`config.mk`:
```
export PLATFORM = sky130hd
export DESIGN_NAME = aidc_lite_concat_arbiter_flat
export DESIGN_NICKNAME = d
export VERILOG_FILES = /design/src/rtl/aidc_lite_concat_arbiter_if.sv /design/src/rtl/aidc_lite_concat_arbiter.sv /design/src/flat_wrapper.sv
export SDC_FILE = /design/constraint.sdc
export NUM_CORES = 1
export LEC_CHECK = 0
export ABC_AREA = 1
export CAP_MARGIN = 15
export CELL_PAD_IN_SITES_DETAIL_PLACEMENT = 0
export CELL_PAD_IN_SITES_GLOBAL_PLACEMENT = 1
export CORE_MARGIN = 4
export CORE_UTILIZATION = 24
export CTS_CLUSTER_DIAMETER = 60
export DETAILED_ROUTE_END_ITERATION = 10
export PLACE_DENSITY = 0.85
export SLEW_MARGIN = 10
export SYNTH_ARGS = -nofsm -noshare
export SYNTH_HDL_FRONTEND = slang
export SYNTH_SLANG_ARGS = --single-unit
```
`constraint.sdc`:
```
create_clock -name clk -period 2.2 [get_ports clk]
set_clock_uncertainty 0.15 [all_clocks]
set_input_delay 0.66 -clock clk [delete_from_list [all_inputs] [get_ports clk]]
set_output_delay 0.66 -clock clk [all_outputs]
set_load 0.01 [all_outputs]
```
`src/rtl/aidc_lite_concat_arbiter_if.sv`:
```
// Bundles the lane-side request bus, the concatenator-side beat bus and the
// block-result signals of aidc_lite_concat_arbiter.
//   slave  : arbiter view (requests, done_i, fail_i in; ready, beats, result out)
//   master : environment view (lanes and concatenator)
interface aidc_lite_concat_arbiter_if #(
  parameter int unsigned NUM_REQ   = 4,
  parameter int unsigned DATA_SIZE = 66,
  parameter int unsigned ID_W      = 3
);
  logic [NUM_REQ-1:0]           req_valid_i;
  logic [NUM_REQ-1:0]           req_sop_i;
  logic [NUM_REQ-1:0]           req_eop_i;
  logic [NUM_REQ*DATA_SIZE-1:0] req_data_i;
  logic [NUM_REQ*7-1:0]         req_size_i;
  logic [NUM_REQ-1:0]           req_ready_o;
  logic                         valid_o;
  logic                         sop_o;
  logic                         eop_o;
  logic [DATA_SIZE-1:0]         data_o;
  logic [6:0]                   size_o;
  logic                         done_i;
  logic                         fail_i;
  logic                         rsp_valid_o;
  logic [ID_W-1:0]              rsp_id_o;
  logic                         rsp_fail_o;
  logic                         busy_o;
  logic                         proto_err_o;

  modport slave (
    input  req_valid_i, req_sop_i, req_eop_i, req_data_i, req_size_i, done_i, fail_i,
    output req_ready_o, valid_o, sop_o, eop_o, data_o, size_o,
           rsp_valid_o, rsp_id_o, rsp_fail_o, busy_o, proto_err_o
  );

  modport master (
    output req_valid_i, req_sop_i, req_eop_i, req_data_i, req_size_i, done_i, fail_i,
    input  req_ready_o, valid_o, sop_o, eop_o, data_o, size_o,
           rsp_valid_o, rsp_id_o, rsp_fail_o, busy_o, proto_err_o
  );
endinterface

```
`src/rtl/aidc_lite_concat_arbiter.sv`:
```
// Round-robin, packet-granular arbiter sharing one code-concatenation datapath
// among NUM_REQ encoder lanes. The grant is locked from sop to eop and held
// until the concatenator reports block completion, then a one-cycle result
// (owner id, fail) is returned and the grant released.
// Ports: clk, rst_n (async active-low), bus (aidc_lite_concat_arbiter_if.slave):
//   req_*_i / req_ready_o : per-lane beat handshake
//   valid_o/sop_o/eop_o/data_o/size_o : beats to the concatenator (1-cycle latency)
//   done_i/fail_i : concatenator completion level and fail flag
//   rsp_valid_o/rsp_id_o/rsp_fail_o : per-block result; busy_o, proto_err_o status
// Optional: define AIDC_LITE_CONCAT_ARB_WDOG_EN to add a 255-cycle done_i watchdog.
module aidc_lite_concat_arbiter #(
  parameter int unsigned NUM_REQ   = 4,
  parameter int unsigned DATA_SIZE = 66,
  parameter int unsigned ID_W      = 3
) (
  input  logic                       clk,
  input  logic                       rst_n,
  aidc_lite_concat_arbiter_if.slave  bus
);
  localparam int unsigned PTR_W = (NUM_REQ > 2) ? $clog2(NUM_REQ) : 1;
  localparam int unsigned SZ_W  = 7;

  // FLUSH is the cycle the eop beat sits on valid_o; done_i is not yet meaningful.
  typedef enum logic [1:0] {S_IDLE, S_STREAM, S_FLUSH, S_WAIT} state_e;

  state_e               state_q, state_d;
  logic [PTR_W-1:0]     ptr_q, ptr_d;
  logic [ID_W-1:0]      grant_q, grant_d;
  logic                 first_q, first_d;
  logic [NUM_REQ-1:0]   ready_q, ready_d;
  logic                 valid_q, valid_d;
  logic                 sop_q, sop_d;
  logic                 eop_q, eop_d;
  logic [DATA_SIZE-1:0] data_q, data_d;
  logic [SZ_W-1:0]      size_q, size_d;
  logic                 rsp_valid_q, rsp_valid_d;
  logic [ID_W-1:0]      rsp_id_q, rsp_id_d;
  logic                 rsp_fail_q, rsp_fail_d;
  logic                 busy_q, busy_d;
  logic                 proto_err_q, proto_err_d;
`ifdef AIDC_LITE_CONCAT_ARB_WDOG_EN
  logic [7:0]           wdog_q, wdog_d;
`endif

  logic [NUM_REQ-1:0]   cand;
  logic                 found;
  logic [PTR_W-1:0]     win;
  logic                 accept;
  logic                 sel_sop, sel_eop;
  logic [DATA_SIZE-1:0] sel_data;
  logic [SZ_W-1:0]      sel_size;

  // Granted-lane beat select and round-robin winner search.
  always_comb begin
    sel_sop  = 1'b0;
    sel_eop  = 1'b0;
    sel_data = '0;
    sel_size = '0;
    for (int i = 0; i < int'(NUM_REQ); i++) begin
      if (grant_q == ID_W'(i)) begin
        sel_sop  = bus.req_sop_i[i];
        sel_eop  = bus.req_eop_i[i];
        sel_data = bus.req_data_i[i*DATA_SIZE +: DATA_SIZE];
        sel_size = bus.req_size_i[i*SZ_W +: SZ_W];
      end
    end
    accept = |(bus.req_valid_i & ready_q);

    cand  = bus.req_valid_i & bus.req_sop_i;
    found = 1'b0;
    win   = '0;
    for (int k = 0; k < int'(NUM_REQ); k++) begin
      automatic int idx = int'(ptr_q) + k;
      if (idx >= int'(NUM_REQ)) idx = idx - int'(NUM_REQ);
      if (!found && cand[PTR_W'(idx)]) begin
        found = 1'b1;
        win   = PTR_W'(idx);
      end
    end
  end

  // Next-state and registered-output logic.
  always_comb begin
    state_d     = state_q;
    ptr_d       = ptr_q;
    grant_d     = grant_q;
    first_d     = first_q;
    ready_d     = '0;
    valid_d     = 1'b0;
    sop_d       = 1'b0;
    eop_d       = 1'b0;
    data_d      = data_q;
    size_d      = size_q;
    rsp_valid_d = 1'b0;
    rsp_id_d    = rsp_id_q;
    rsp_fail_d  = rsp_fail_q;
    proto_err_d = proto_err_q;
`ifdef AIDC_LITE_CONCAT_ARB_WDOG_EN
    wdog_d      = wdog_q;
`endif

    unique case (state_q)
      S_IDLE: begin
        if (|(bus.req_valid_i & ~bus.req_sop_i)) proto_err_d = 1'b1;
        if (found) begin
          state_d = S_STREAM;
          grant_d = ID_W'(win);
          ptr_d   = (win == PTR_W'(NUM_REQ - 1)) ? '0 : win + PTR_W'(1);
          first_d = 1'b1;
          ready_d = NUM_REQ'(1) << win;
        end
      end
      S_STREAM: begin
        ready_d = ready_q;
        if (accept) begin
          valid_d = 1'b1;
          sop_d   = sel_sop;
          eop_d   = sel_eop;
          data_d  = sel_data;
          size_d  = sel_size;
          first_d = 1'b0;
          // sop must mark exactly the first beat; beat is forwarded regardless.
          if (sel_sop != first_q) proto_err_d = 1'b1;
          if (sel_eop) begin
            state_d = S_FLUSH;
            ready_d = '0;
          end
        end
      end
      S_FLUSH: begin
        state_d = S_WAIT;
`ifdef AIDC_LITE_CONCAT_ARB_WDOG_EN
        wdog_d  = '0;
`endif
      end
      S_WAIT: begin
        if (bus.done_i) begin
          rsp_valid_d = 1'b1;
          rsp_id_d    = grant_q;
          rsp_fail_d  = bus.fail_i;
          state_d     = S_IDLE;
        end
`ifdef AIDC_LITE_CONCAT_ARB_WDOG_EN
        // 255th WAIT cycle without done_i: force a failed result.
        else if (wdog_q == 8'd254) begin
          rsp_valid_d = 1'b1;
          rsp_id_d    = grant_q;
          rsp_fail_d  = 1'b1;
          proto_err_d = 1'b1;
          state_d     = S_IDLE;
        end else begin
          wdog_d = wdog_q + 8'd1;
        end
`endif
      end
      default: state_d = S_IDLE;
    endcase

    busy_d = (state_d != S_IDLE);
  end

  // State and output registers.
  always_ff @(posedge clk or negedge rst_n) begin
    if (!rst_n) begin
      state_q     <= S_IDLE;
      ptr_q       <= '0;
      grant_q     <= '0;
      first_q     <= 1'b0;
      ready_q     <= '0;
      valid_q     <= 1'b0;
      sop_q       <= 1'b0;
      eop_q       <= 1'b0;
      data_q      <= '0;
      size_q      <= '0;
      rsp_valid_q <= 1'b0;
      rsp_id_q    <= '0;
      rsp_fail_q  <= 1'b0;
      busy_q      <= 1'b0;
      proto_err_q <= 1'b0;
`ifdef AIDC_LITE_CONCAT_ARB_WDOG_EN
      wdog_q      <= '0;
`endif
    end else begin
      state_q     <= state_d;
      ptr_q       <= ptr_d;
      grant_q     <= grant_d;
      first_q     <= first_d;
      ready_q     <= ready_d;
      valid_q     <= valid_d;
      sop_q       <= sop_d;
      eop_q       <= eop_d;
      data_q      <= data_d;
      size_q      <= size_d;
      rsp_valid_q <= rsp_valid_d;
      rsp_id_q    <= rsp_id_d;
      rsp_fail_q  <= rsp_fail_d;
      busy_q      <= busy_d;
      proto_err_q <= proto_err_d;
`ifdef AIDC_LITE_CONCAT_ARB_WDOG_EN
      wdog_q      <= wdog_d;
`endif
    end
  end

  assign bus.req_ready_o = ready_q;
  assign bus.valid_o     = valid_q;
  assign bus.sop_o       = sop_q;
  assign bus.eop_o       = eop_q;
  assign bus.data_o      = data_q;
  assign bus.size_o      = size_q;
  assign bus.rsp_valid_o = rsp_valid_q;
  assign bus.rsp_id_o    = rsp_id_q;
  assign bus.rsp_fail_o  = rsp_fail_q;
  assign bus.busy_o      = busy_q;
  assign bus.proto_err_o = proto_err_q;
endmodule
```
`src/flat_wrapper.sv`:
```
// flat-port wrapper written by rule: the top's interface ports become plain ports
module aidc_lite_concat_arbiter_flat 
#(
  parameter int unsigned NUM_REQ   = 4,
  parameter int unsigned DATA_SIZE = 66,
  parameter int unsigned ID_W      = 3
)
  (clk, rst_n, bus_req_valid_i, bus_req_sop_i, bus_req_eop_i, bus_req_data_i, bus_req_size_i, bus_done_i, bus_fail_i, bus_req_ready_o, bus_valid_o, bus_sop_o, bus_eop_o, bus_data_o, bus_size_o, bus_rsp_valid_o, bus_rsp_id_o, bus_rsp_fail_o, bus_busy_o, bus_proto_err_o);
  aidc_lite_concat_arbiter_if #(.NUM_REQ(NUM_REQ), .DATA_SIZE(DATA_SIZE), .ID_W(ID_W)) bus_i ();
  input  logic clk;
  input  logic rst_n;
  input wire logic [$bits(bus_i.req_valid_i)-1:0] bus_req_valid_i;
  input wire logic [$bits(bus_i.req_sop_i)-1:0] bus_req_sop_i;
  input wire logic [$bits(bus_i.req_eop_i)-1:0] bus_req_eop_i;
  input wire logic [$bits(bus_i.req_data_i)-1:0] bus_req_data_i;
  input wire logic [$bits(bus_i.req_size_i)-1:0] bus_req_size_i;
  input wire logic [$bits(bus_i.done_i)-1:0] bus_done_i;
  input wire logic [$bits(bus_i.fail_i)-1:0] bus_fail_i;
  output wire logic [$bits(bus_i.req_ready_o)-1:0] bus_req_ready_o;
  output wire logic [$bits(bus_i.valid_o)-1:0] bus_valid_o;
  output wire logic [$bits(bus_i.sop_o)-1:0] bus_sop_o;
  output wire logic [$bits(bus_i.eop_o)-1:0] bus_eop_o;
  output wire logic [$bits(bus_i.data_o)-1:0] bus_data_o;
  output wire logic [$bits(bus_i.size_o)-1:0] bus_size_o;
  output wire logic [$bits(bus_i.rsp_valid_o)-1:0] bus_rsp_valid_o;
  output wire logic [$bits(bus_i.rsp_id_o)-1:0] bus_rsp_id_o;
  output wire logic [$bits(bus_i.rsp_fail_o)-1:0] bus_rsp_fail_o;
  output wire logic [$bits(bus_i.busy_o)-1:0] bus_busy_o;
  output wire logic [$bits(bus_i.proto_err_o)-1:0] bus_proto_err_o;
  assign bus_i.req_valid_i = bus_req_valid_i;
  assign bus_i.req_sop_i = bus_req_sop_i;
  assign bus_i.req_eop_i = bus_req_eop_i;
  assign bus_i.req_data_i = bus_req_data_i;
  assign bus_i.req_size_i = bus_req_size_i;
  assign bus_i.done_i = bus_done_i;
  assign bus_i.fail_i = bus_fail_i;
  assign bus_req_ready_o = bus_i.req_ready_o;
  assign bus_valid_o = bus_i.valid_o;
  assign bus_sop_o = bus_i.sop_o;
  assign bus_eop_o = bus_i.eop_o;
  assign bus_data_o = bus_i.data_o;
  assign bus_size_o = bus_i.size_o;
  assign bus_rsp_valid_o = bus_i.rsp_valid_o;
  assign bus_rsp_id_o = bus_i.rsp_id_o;
  assign bus_rsp_fail_o = bus_i.rsp_fail_o;
  assign bus_busy_o = bus_i.busy_o;
  assign bus_proto_err_o = bus_i.proto_err_o;
  aidc_lite_concat_arbiter #(.NUM_REQ(NUM_REQ), .DATA_SIZE(DATA_SIZE), .ID_W(ID_W)) u_core (.clk(clk), .rst_n(rst_n), .bus(bus_i));
endmodule
```
==> results of run 1 <==
[flip-flops by register name, indices dropped and copies added, names as in the netlist, 2 cells and up]
name and count:
u_core.bus.rsp_id_o 2, u_core.bus.req_ready_o 4, u_core.state_q 2, u_core.ptr_q 2
u_core.bus.size_o 7, u_core.grant_q 2, u_core.bus.data_o 66
[kinds of logic after synthesis]
kind of cell / synth area share
AO/OA/AOI/OAI: 0.210
adder cells (fa/ha/maj): 0.00865
buffers and inverters: 0.0893
AND/OR/NAND/NOR: 0.289
other: 0.000648
flip-flops: 0.402
[layer usage]
metal / GRT usage / up-vias / routed length, um / part of all wire
li1: - / 3535 / - / -
met1: 0.232 / 3304 / 10600 / 0.40
met2: 0.325 / 278 / 13100 / 0.50
met3: 0.0442 / 35 / 2130 / 0.081
met4: 0.0579 / 0 / 555 / 0.021
met5: 0 / - / 0 / 0
[repair_timing]
action,4_1_cts,5_1_grt
endpoints found under the setup margin,5,6
pin swaps,2,1
gates resized for setup,11,12
hold buffers,0,0
setup buffers,0,1
[cell type report]
type	count	area (um2)	area share
Clock buffer	10	229	0.0219
Clock inverter	4	98.8	0.00944
Inverter	29	119	0.0114
Multi-Input combinational cell	643	2970	0.283
Sequential cell	93	2330	0.223
Tap cell	319	399	0.0381
Timing Repair Buffer	431	4330	0.413
[power groups by stage]
stage          sequential, mW  clock [mW]  combinational [mW]
2_1_floorplan            3.17           0                3.93
3_3_place_gp             2.95           0                7.58
3_5_place_dp             2.95           0                7.63
4_1_cts                  2.94        1.83                7.66
5_1_grt                  3.03        1.91                8.55
6_report                 2.93        1.77                7.67
[cells in the mapped netlist]
master / count
inv_2: 6
nand2_2: 3
inv_6: 1
nor2_4: 1
conb_1: 1
inv_1: 22
buf_4: 10
nor2_1: 5
ha_1: 4
o22ai_1: 2
dfrtp_1: 93
o21ai_1: 81
o21ai_2: 1
buf_1: 2
nand3_1: 115
clkbuf_1: 21
o211ai_1: 2
nand2_1: 271
buf_6: 17
nor2_2: 2
o21ai_0: 151
buf_2: 10
a21oi_1: 3
nor2_8: 1
[final timing paths]
kind                       cells past startpoint  slack [ns]                               endpoint
min in group clk                               2        0.34       u_core.bus.data_o[1]$_DFFE_PN0P_
max                                            1        0.09                     bus_req_ready_o[0]
max in group asynchronous                      2        1.25            u_core.ptr_q[0]$_DFFE_PN0P_
min reg2reg                                    2        0.34       u_core.bus.data_o[1]$_DFFE_PN0P_
min                                            2        0.21      u_core.bus.data_o[12]$_DFFE_PN0P_
max reg2reg                                   12        0.23  u_core.bus.req_ready_o[1]$_DFFE_PN0P_
==> run_results.csv, run 1 <==
group,metric,value,unit
route,post_drt_wl_per_cell,17.2,um
timing,relSlewSlack,0.647,
route,vias_per_cell,4.68,
timing,maxClockFrequency,0.474,GHz
clock_tree,cts_buffers,9,
floorplanning,start_util,0.245,
power,leakage,4.47,nW
grt,antenna_found_initial,0,
floorplanning,floorplan.rows,56,
synthesis,syn_nets,1137,
layout,layout_commonest_cell,"clkdlybuf4s50_1",
clock_tree,clk_pin_slew,0.07,ns
grt,gr-total-overflow,0,
synthesis,synthCells,825,
floorplanning,dieArea,0.0266,mm2
power,pwr-share-seq,0.237,
timing,hold_viol,0,
clock_tree,insertion_delay,0.34,ns
setup_path,cp-start-kind,"flip-flop",
layout,fin_util,0.443,
setup_path,critical_path.startpoint,"u_core.bus.req_ready_o[0]$_DFFE_PN0P_",
route,ant_nets,0,
clock_tree,cts-root-buf,"clkbuf_16",
setup_path,cp_slowest_cell,"clkdlybuf4s50_1",
setup_path,arrival,1.30,ns
power,sw_frac_of_total,0.431,
floorplanning,die_h,163,um
synthesis,yosys_warnings,0,
synthesis,syn_area,0.00578,mm2
synthesis,synth.ff_latch_count,93,
layout,design_area,0.0105,mm2
floorplanning,core,0.0236,mm2
setup_path,required,1.39,ns
setup_path,crit_type,"flip-flop to output pin",
layout,final_cell_mix,"clkdlybuf4s50_1 (383), nand2_1 (266), o21ai_0 (150)",
route,drc,0,
place,place.gp.congestion,0.893,
route,initialDrtViolationCount,366,
clock_tree,htreeDepth,3,
setup_path,cp_max_fo,2,
power,p_sw,5.32,mW
synthesis,synth_area_leaders,"dfrtp_1 (40%), nand2_1 (18%), o21ai_0 (13%)",
setup_path,cp-end-kind,"output pin",
power,power,12.4,mW
layout,drive_above_1_share,0.0645,
run_status,status,"completed",
layout,fillerInstances,2393,
power,power_per_cell_area,1180,mW/mm2
timing,period_minus_slack,2.11,ns
synthesis,ys_types,24,
synthesis,yosys.area.top_type,"dfrtp_1",
timing,worstMarginPinSlew,0.529,ns
setup_path,critPathBufInv,1,
timing,final_max_slew_viol_count,0,
worst_hold_path,hp-class,"primary input to asynchronous set/reset pin",
place,pre_cts_ws,-0.517,ns
power,peakVddDrop,773,uV
place,placed_area,0.0101,mm2
power,power.clock.fraction,0.143,
grt,grt_pass1_vias,6918,
layout,syn2layout_area_growth,81.0,%
layout,layout.nets,1519,
route,first_pass_iters,5,
timing,rsz0062_at_grt,"false",
route,via_count,7152,
timing,timing.final.ws_setup,0.0903,ns
power,power_frac_comb,0.620,
grt,grt_max_degree,94,
layout,layout.cells.non_filler,1529,
floorplanning,die_w,163,um
setup_path,max_stage_delay,0.56,ns
setup_path,crit_chain,"clkdlybuf4s50_1",
clock_tree,clock_sinks,93,
setup_path,reg2reg_from,"u_core.ptr_q[0]$_DFFE_PN0P_",
floorplanning,pin_count,395,
grt,grt_pass1_wl,39.3,mm
setup_path,cpLargestDelayFamily,"buffers and inverters",
synthesis,yosysTopAreaCellShare,0.402,
place,io_buffer_count,393,
grt,grt_usage,0.188,
run,drv_cap,0,
timing,fin_setup_tns,0,ns
synthesis,seq_area_frac_synth,0.402,
clock_tree,cts_tree,"done",
power,p_int,7.04,mW
synthesis,synth.avg_cell_area,7.01,um2
timing,final.period_utilization,0.959,
timing,timing.hold.ws,0.208,ns
place,hpwl,20.4,mm
timing,setup_viol,0,
place,place_inst,1514,
route,wirelength,26.4,mm
layout,num_antenna_cells,0,
clock_tree,clk_path_buf_depth,2,
(Power assumes the default switching activity.)
==> inputs of run 2 (changes only) <==
CORE_MARGIN = default   (was 4)
CTS_CLUSTER_SIZE = 10   (was default)
==> run_results.csv, run 2 (synthesis results as in run 1) <==
group,metric,value,unit
run_status,status,"completed",
layout,layout_commonest_cell,"clkdlybuf4s50_1",
route,ant_nets,0,
layout,num_antenna_cells,0,
setup_path,critical_path.startpoint,"u_core.bus.req_ready_o[1]$_DFFE_PN0P_",
route,drc,0,
clock_tree,cts_buffers,9,
timing,relSlewSlack,0.645,
floorplanning,die_w,157,um
floorplanning,die_h,157,um
place,hpwl,18.8,mm
timing,fin_setup_tns,0,ns
power,pwr-share-seq,0.242,
setup_path,rr_endpoint,"u_core.bus.req_ready_o[1]$_DFFE_PN0P_",
clock_tree,clk_pin_slew,0.07,ns
setup_path,arrival,1.33,ns
layout,final_cell_mix,"clkdlybuf4s50_1 (383), nand2_1 (264), o21ai_0 (150)",
grt,grt_usage,0.197,
layout,layout.nets,1514,
power,p_sw,5.41,mW
timing,hold_viol,0,
layout,drive_above_1_share,0.0655,
floorplanning,pin_count,395,
setup_path,r2r_cells,14,
setup_path,required,1.39,ns
setup_path,cp_max_fo,3,
worst_hold_path,hp-class,"primary input to asynchronous set/reset pin",
timing,worstMarginPinSlew,0.533,ns
power,power_per_cell_area,1160,mW/mm2
layout,syn2layout_area_growth,79.6,%
clock_tree,cts-root-buf,"clkbuf_16",
timing,final_max_slew_viol_count,0,
place,place.gp.congestion,0.853,
setup_path,reg2reg_slack,0.21,ns
timing,period_minus_slack,2.14,ns
layout,fillerInstances,2443,
power,leakage,4.42,nW
timing,timing.final.ws_setup,0.0637,ns
run,drv_cap,0,
clock_tree,insertion_delay,0.34,ns
setup_path,crit_end,"bus_req_ready_o[1]",
grt,grt_pass1_wl,37.1,mm
setup_path,reg2reg_from,"u_core.ptr_q[0]$_DFFE_PN0P_",
setup_path,cp_slowest_cell,"clkdlybuf4s50_1",
layout,largest_reg_flops,66,
grt,gr-total-overflow,0,
place,pre_cts_ws,-0.522,ns
floorplanning,dieArea,0.0247,mm2
grt,grt_max_degree,94,
floorplanning,core,0.0235,mm2
grt,antenna_found_initial,0,
clock_tree,cts_tree,"done",
route,vias_per_cell,4.54,
clock_tree,clk_path_buf_depth,2,
timing,final.period_utilization,0.971,
route,via_count,6924,
timing,rsz0062_at_grt,"false",
setup_path,critPathBufInv,1,
grt,grt_pass1_vias,6682,
setup_path,cp-start-kind,"flip-flop",
power,sw_frac_of_total,0.449,
route,post_drt_wl_per_cell,16.5,um
setup_path,max_stage_delay,0.57,ns
floorplanning,start_util,0.246,
power,power.clock.fraction,0.125,
timing,maxClockFrequency,0.468,GHz
clock_tree,htreeDepth,3,
floorplanning,floorplan.rows,56,
timing,setup_viol,0,
setup_path,cp-end-kind,"output pin",
power,power_frac_comb,0.633,
clock_tree,postCtsHoldBufs,0,
route,initialDrtViolationCount,484,
setup_path,crit_chain,"clkdlybuf4s50_1",
power,p_int,6.63,mW
place,io_buffer_count,393,
route,wirelength,25.2,mm
clock_tree,clock_sinks,93,
route,first_pass_iters,5,
setup_path,worst-path-stages,1,
power,peakVddDrop,690,uV
setup_path,crit_type,"flip-flop to output pin",
timing,timing.hold.ws,0.187,ns
clock_tree,post_cts_buffers,0,
setup_path,cpLargestDelayFamily,"buffers and inverters",
-- run 2: power groups by stage --
stage / clock (mW) / combinational (mW) / sequential [mW]
6_report: 1.51 / 7.62 / 2.91
5_1_grt: 1.64 / 8.49 / 3.01
4_1_cts: 1.57 / 7.61 / 2.92
3_5_place_dp: 0 / 7.55 / 2.93
3_3_place_gp: 0 / 7.46 / 2.92
2_1_floorplan: 0 / 3.93 / 3.17
-- run 2: how the worst min path moves through the flow --
stage	to	slack, ns	cells after the start
after floorplan	u_core.bus.busy_o$_DFF_PN0_	0.21	0
after global placement	u_core.bus.data_o[35]$_DFFE_PN0P_	0.32	2
after detailed placement	u_core.bus.rsp_fail_o$_DFFE_PN0P_	0.33	2
after CTS	u_core.bus.data_o[21]$_DFFE_PN0P_	0.23	2
after global routing	u_core.bus.data_o[21]$_DFFE_PN0P_	0.24	2
final	u_core.bus.rsp_valid_o$_DFF_PN0_	0.19	2
-- run 2: routing by layer --
metal,part of all wire,vias to the layer above,global-route usage
met3,0.077,24,0.0399
met5,0,-,0
met4,0.014,0,0.0504
met1,0.42,3124,0.246
met2,0.49,253,0.343
li1,-,3523,-
-- run 2: layout make-up --
cell class	count	area [um2]	area share
timing repair buffer	426	4280	0.411
sequential	93	2330	0.224
clock buffer	9	225	0.0217
inverter	29	116	0.0112
clock inverter	7	56.3	0.00542
multi-input combinational	643	2990	0.288
tap	319	399	0.0384
-- run 2: per-stage QoR --
| step | util | area [um2] | power [mW] | std cells |
|---|---|---|---|---|
| after floorplan | - | 5780 | 7.10 | 825 |
| after global placement | 0.428 | 10100 | 10.4 | 1510 |
| after detailed placement | 0.428 | 10100 | 10.5 | 1510 |
| after CTS | 0.440 | 10400 | 12.1 | 1526 |
| after global routing | 0.441 | 10400 | 13.1 | 1526 |
| final | 0.441 | 10400 | 12.0 | 1526 |
-- run 2: timing repair --
| action | 4_1_cts | 5_1_grt |
|---|---|---|
| cloned | 0 | 0 |
| gates resized for setup | 14 | 10 |
| setup endpoints to repair | 4 | 16 |
| pin swaps | 1 | 5 |
